--- config.mk ---
export PLATFORM = sky130hd
export DESIGN_NAME = pipeline_hazard_ctrl
export DESIGN_NICKNAME = d
export VERILOG_FILES = /design/src/rtl/pipeline_hazard_ctrl.sv
export SDC_FILE = /design/constraint.sdc
export NUM_CORES = 1
export LEC_CHECK = 0
export BUFFER_PORTS_ARGS = -buffer_cell sky130_fd_sc_hd__buf_4
export CAP_MARGIN = 10
export CORE_MARGIN = 2
export CORE_UTILIZATION = 25
export DETAILED_ROUTE_END_ITERATION = 8
export PLACE_DENSITY = 0.56
export SETUP_SLACK_MARGIN = 0.05
export SYNTH_ARGS = -nofsm -noshare
export SYNTH_HDL_FRONTEND = slang
export SYNTH_SLANG_ARGS = --single-unit
--- constraint.sdc ---
create_clock -name clk -period 7.3 [get_ports clk]
set_clock_uncertainty 0.1 [all_clocks]
set_input_delay 0.73 -clock clk [delete_from_list [all_inputs] [get_ports clk]]
set_output_delay 0.73 -clock clk [all_outputs]
set_load 0.01 [all_outputs]
--- src/rtl/pipeline_hazard_ctrl.sv ---
// Hazard-control unit for the 5-stage pipeline. It detects load-use and
// register-dependent CBZ/CBNZ hazards that forwarding cannot cover, stalls the
// front end, flushes IF on taken branches, and keeps saturating stall/flush
// counters for performance debug.
module pipeline_hazard_ctrl #(
  parameter int unsigned CNT_W = 32
) (
  input  logic             clk,
  input  logic             reset,
  input  logic [4:0]       readRegA_ID,
  input  logic [4:0]       readRegB_ID,
  input  logic             useB_ID,
  input  logic             isCBZ_ID,
  input  logic             branchTaken_ID,
  input  logic [4:0]       writeReg_EX,
  input  logic             RegWrite_EX,
  input  logic             MemRead_EX,
  input  logic [4:0]       writeReg_MEM,
  input  logic             MemRead_MEM,
  output logic             PCWrite,
  output logic             IFIDWrite,
  output logic             bubble_ID,
  output logic             flush_IF,
  output logic [CNT_W-1:0] stallCount,
  output logic [CNT_W-1:0] flushCount
);

  typedef enum logic {RUN, HOLD} state_t;

  localparam logic [4:0]       XZR     = 5'd31;
  localparam logic [CNT_W-1:0] CNT_ONE = CNT_W'(1);

  state_t     state, nextState;
  logic       rem, remNext;
  logic [1:0] hazLen;

  logic aHitEx, bExamined, bHitEx, bHitMem;
  logic loadUse, cbzAfterAlu, cbzAfterLoadEx, cbzAfterLoadMem;

  // Source-match terms; XZR never produces a dependence.
  always_comb begin
    aHitEx          = (readRegA_ID != XZR) && (writeReg_EX == readRegA_ID);
    bExamined       = useB_ID || isCBZ_ID;
    bHitEx          = (readRegB_ID != XZR) && (writeReg_EX == readRegB_ID);
    bHitMem         = (readRegB_ID != XZR) && (writeReg_MEM == readRegB_ID);
    loadUse         = MemRead_EX && (aHitEx || (bExamined && bHitEx));
    cbzAfterAlu     = isCBZ_ID && RegWrite_EX && !MemRead_EX && bHitEx;
    cbzAfterLoadEx  = isCBZ_ID && MemRead_EX && bHitEx;
    cbzAfterLoadMem = isCBZ_ID && MemRead_MEM && bHitMem;
  end

  // Hazard length: the longest requirement among all detected conditions.
  always_comb begin
    hazLen = 2'd0;
    if (cbzAfterLoadEx)
      hazLen = 2'd2;
    else if (loadUse || cbzAfterAlu || cbzAfterLoadMem)
      hazLen = 2'd1;
  end

  // State and remaining-stall register.
  always_ff @(posedge clk or posedge reset) begin
    if (reset) begin
      state <= RUN;
      rem   <= 1'b0;
    end else begin
      state <= nextState;
      rem   <= remNext;
    end
  end

  // Next-state and pipeline-control outputs; run values are forced during reset.
  always_comb begin
    nextState = state;
    remNext   = rem;
    PCWrite   = 1'b1;
    IFIDWrite = 1'b1;
    bubble_ID = 1'b0;
    flush_IF  = 1'b0;
    if (!reset) begin
      unique case (state)
        RUN: begin
          if (hazLen != 2'd0) begin
            PCWrite   = 1'b0;
            IFIDWrite = 1'b0;
            bubble_ID = 1'b1;
            if (hazLen == 2'd2) begin
              remNext   = 1'b1;
              nextState = HOLD;
            end
          end else begin
            flush_IF = branchTaken_ID;
          end
        end
        HOLD: begin
          PCWrite   = 1'b0;
          IFIDWrite = 1'b0;
          bubble_ID = 1'b1;
          remNext   = rem - 1'b1;
          nextState = (remNext == 1'b0) ? RUN : HOLD;
        end
        default: nextState = RUN;
      endcase
    end
  end

  // Saturating performance counters.
  always_ff @(posedge clk or posedge reset) begin
    if (reset) begin
      stallCount <= '0;
      flushCount <= '0;
    end else begin
      if (bubble_ID && (stallCount != '1))
        stallCount <= stallCount + CNT_ONE;
      if (flush_IF && (flushCount != '1))
        flushCount <= flushCount + CNT_ONE;
    end
  end

endmodule

Word-level counts from Yosys, hierarchy flattened
Cells that the tools add are included.
{"block": "totals", "reg_bits": 66, "inputBits": 28, "wordCells": 58}
{"block": "classes", "add_sub_neg": 3, "eq_ne": 10, "mux": 18, "bitwise_logic": 2, "reduce_logical": 21}
{"operator": "$add 32x1->32 const B", "n": 2}
{"operator": "$ne 32x32->1 const B", "n": 2}
{"operator": "$eq 5x5->1", "n": 3}
{"operator": "$logic_and 1x1->1", "n": 14}
{"operator": "$mux 1", "n": 13}
{"operator": "$ne 5x5->1 const B", "n": 2}
{"operator": "$pmux 1 s2", "n": 4}
{"operator": "$logic_or 1x1->1", "n": 4}
{"operator": "$ne 2x2->1 const B", "n": 2}
{"operator": "$reduce_and 3->1", "n": 1}
{"operator": "$eq 2x2->1 const B", "n": 1}
{"operator": "$mux 2", "n": 1}
{"operator": "$not 1->1", "n": 2}
{"operator": "$reduce_bool 2->1", "n": 1}
{"operator": "$logic_not 1->1", "n": 1}
{"operator": "$sub 1x1->1 const B", "n": 1}

Longest topological paths before layout
{"block": "logic_depth", "depth_word": 14, "mapped_depth": 9, "depth_no_buf": 7}

Worst setup path before layout
No wires, ideal clock.
{"block": "synth_timing", "kind": "input -> output", "startpoint": "input port reset", "endpoint": "output port flush_IF", "t_arrival_ns": 3.430, "t_required_ns": 6.470, "path_slack_ns": 3.040, "cell_stages": 6, "path_buffers": 2, "path_cell_list": "clkbuf_1 > inv_1 > o311ai_0 > or3_1 > clkbuf_1 > inv_1"}
{"block": "synth_between", "elab_chain_len": 1}
{"item": "start: declaration", "line": "9", "rtl": "input logic reset,"}
{"item": "$mux 1", "line": "80", "rtl": "if (!reset) begin"}
{"item": "end: declaration", "line": "23", "rtl": "output logic flush_IF,"}
No other way between the ends.

Worst setup path in the final report
{"block": "layout_timing", "startpoint": "input port writeReg_MEM[1]", "endpoint": "output port IFIDWrite"}
{"block": "layout_between", "elab_chain_len": 10}
{"item": "start: declaration", "line": "18", "rtl": "input logic [4:0] writeReg_MEM,"}
{"item": "$eq 5x5->1", "line": "45", "rtl": "bHitMem = (readRegB_ID != XZR) && (writeReg_MEM == readRegB_ID);"}
{"item": "$logic_and 1x1->1", "line": "45"}
{"item": "$logic_and 1x1->1", "line": "49", "rtl": "cbzAfterLoadMem = isCBZ_ID && MemRead_MEM && bHitMem;"}
{"item": "$logic_or 1x1->1", "line": "57", "rtl": "else if (loadUse || cbzAfterAlu || cbzAfterLoadMem)"}
{"item": "$mux 1", "line": "57"}
{"item": "$mux 2", "line": "55", "rtl": "if (cbzAfterLoadEx)"}
{"item": "$reduce_bool 2->1", "line": "83", "rtl": "if (hazLen != 2'd0) begin"}
{"item": "$mux 1", "line": "83"}
{"item": "$pmux 1 s2", "line": "81", "rtl": "unique case (state)"}
{"item": "$mux 1", "line": "80"}
{"item": "end: declaration", "line": "21", "rtl": "output logic IFIDWrite,"}
No other way between the ends.

==> impl_results.md <==
* DRC at 0
* RSZ-0062 raised after global routing: false
* Crit-path max FO at 26
* Post-route ant nets at 0
* EDFF count, synth at 0
* Most used routing layer: met2
* Synth Area in Compound Gates at 0.0458
* Antenna fix cells at 0
* CP required at 6.47 ns
* Final Hold Viols at 0
* Initial Utilization at 0.253
* Largest family of logic cells by synthesized area: simple AND/OR/NAND/NOR gates
* Share of cells above drive strength 1 at 0.289
* CP startpoint kind: primary input
* Relative slew slack at 0.271
* Die Area at ~16000 sq um
* CTS resizes at 0
* CP Data Arrival Time at 2.73 ns
* Adder-cell share of the synthesized area at 0.00689
* Die X at 125 um
* Vias in the first global route at 3106
* Sequential fraction of the synthesis area at 0.455
* P_leak at 2.12 nW
* Register bit count reported by yosys at 66
* Multiplexer area fraction after synthesis at 0.00620
* CTS H-tree lvls at 3
* CTS clk-pin slew, worst paths at 0.05 ns
* Peak supply drop at around 0.12 mV
* Avg Synthesized Cell Area at around 10 sq um
* Postcts setup bufs at 0
* Largest net degree at the start of global routing at 68
* Via density at between 4 and 5
* Core area at 14400 sq um
* Avg WL per Cell at 14.5 um
* Met2 GRT Util at 0.204
* Synth async-reset ratio at 1.00
* DIE HEIGHT at roughly 120 um
* # setup viols final at 0
* Setup TNS at 0 ns
* Core Rows at 44
* Buf+Inv Stages, Crit Path at 3
* Max-cap viol count at 0
* Area growth syn-to-layout at 31.0%
* Slowest cell on the critical path: a31oi_4
* Post-Syn Area at 3630 sq um
* CTS sink count at 66
* Most Frequent Cell on Critical Path: buf_4
* IO Count at 96
* Crit path capture type: output port
* Yosys Warn Count at 0
* Post-Synth XOR/XNOR Area at 0.176
* Most used DFF post-synth: dfrtp_1
* Worst-Skew Late Latency at 0.33 ns
* Met1 Use GR at 0.149
* CTS max path bufs at 2
* # hold bufs at CTS at 0
* Cells along the critical path: buf_4 -> nor2b_1 -> a2111oi_2 -> a41oi_1 -> a31oi_4 -> inv_1 -> buf_4
* Worst path max stage delay at 0.73 ns
* Synth Area in Simple Gates at 0.265
* WL final at 9.17 mm
* Gpl congestion at 0.788
* CP startpoint: writeReg_MEM[1]
* Vias at 2954
* Status: finished, final reports clean
* Initial DRC count at roughly 170
* Delay-heaviest family, CP: compound AO/OA/AOI/OAI gates
* Hold Crit Class: flip-flop to flip-flop
* Final Max Slew Viols at 0
* Syn_nets at 380
* First-pass GRT wire length at 15.5 mm
* TritonCTS Buffers at 9
* F_max at 281 MHz
* Initial antenna violation count at 0
* GRT Util Overall at 0.123
* Nets@finish at 473
* Port Buffers at 95
* Post-synthesis instance total at 350
* Period utilization at 0.488
* Synth unique cells at between 40 and 50
* Drt first pass iters at 5
* Worst-margin pin slew at 1.09 ns
* Clock root cell: clkbuf_16
* WHS at about 0.39 ns
* HPWL Detailed at 6.68 mm
* Grt met3 use at 0.0417
* FF-to-FF Start: flushCount[2]
* CTS tree: yes
* Setup Crit Path Kind: primary input to output port
* Most frequent cells in the layout: buf_4, dfrtp_1, xnor2_1
* Grt ovf at 0
* HP Start: flushCount[31]
* Most common cell after layout, fill and taps aside: buf_4
* Final min period at 3.56 ns
* PwrDens at 235 nW/um^2
routing by layer:
layer | wire [um] | up-vias | share of wire
met3 | 451 | 7 | 0.049
met2 | 4530 | 69 | 0.49
li1 | - | 1420 | -
met4 | 119 | 0 | 0.013
met1 | 4070 | 1458 | 0.44
met5 | 0 | - | 0
kinds of logic (layout without fill, tap and decap cells):
| group | count (synthesis) | in the layout |
|---|---|---|
| simple gates | 163 | 163 |
| mux | 2 | 2 |
| flops | 66 | 66 |
| fa+ha+maj | 2 | 2 |
| buf+inv | 28 | 125 |
| xor+xnor | 73 | 73 |
| compound gates | 16 | 16 |
report_power, final:
group	internal (mW)	total [mW]	switching, mW
clock network	0.270	0.421	0.150
logic	0.104	0.236	0.132
registers	0.405	0.461	0.0563
registers in the layout, summed over array words and instances, names as in the netlist:
register and count:
flushCount 32, stallCount 32, rem 1, state 1
cells in the mapped netlist, types with 2 or more instances:
cell type  count  area share
ha_1           2      0.0069
nor2_1        21       0.022
buf_6          5       0.016
xnor2_1       43        0.10
nor4_1         7       0.012
nor2b_1        2      0.0034
xor2_1        30       0.072
nand3_1       31       0.043
mux2_1         2      0.0062
or3_1          4      0.0069
nand2_1       29       0.030
dfrtp_1       66        0.45
inv_1         14       0.014
clkbuf_1       6      0.0062
and2_1         5      0.0086
o22a_1         2      0.0048
nor3_2         9       0.025
nor4_2         4       0.014
nand4_1       21       0.036
and4_1         6       0.014
and3_1         9       0.016
nor3_1         6      0.0083
a21oi_1        3      0.0041
final timing paths:
kind / end / slack (ns) / cells after the start
min in group asynchronous: stallCount[21] / 0.62 / 3
worst min-delay path: flushCount[31] / 0.39 / 1
worst max register to register: flushCount[1] / 4.29 / 5
max in group asynchronous: flushCount[8] / 5.93 / 3
worst max-delay path: IFIDWrite / 3.74 / 7
worst min register to register: flushCount[31] / 0.39 / 1
cell type report:
type	count	area, sq um
Clock buffer	12	246
Tap cell	184	230
Inverter	14	52.6
Sequential cell	66	1650
Fill cell	1471	9610
Timing Repair Buffer	96	721
Clock inverter	3	40.0
Multi-Input combinational cell	256	1820
metrics by stage:
stage / utilization / worst slack [ns] / cells / power [mW] / cell area, sq um
final: 0.331 / 3.74 / 631 / 1.12 / 4760
after floorplan: - / 3.04 / 350 / 0.597 / 3630
after global placement: 0.311 / 3.73 / 616 / 0.701 / 4470
after CTS: 0.331 / 3.73 / 631 / 1.14 / 4760
after global routing: 0.331 / 3.54 / 631 / 1.18 / 4760
after detailed placement: 0.311 / 3.62 / 616 / 0.710 / 4470
Power figures use the tool's default switching activity.
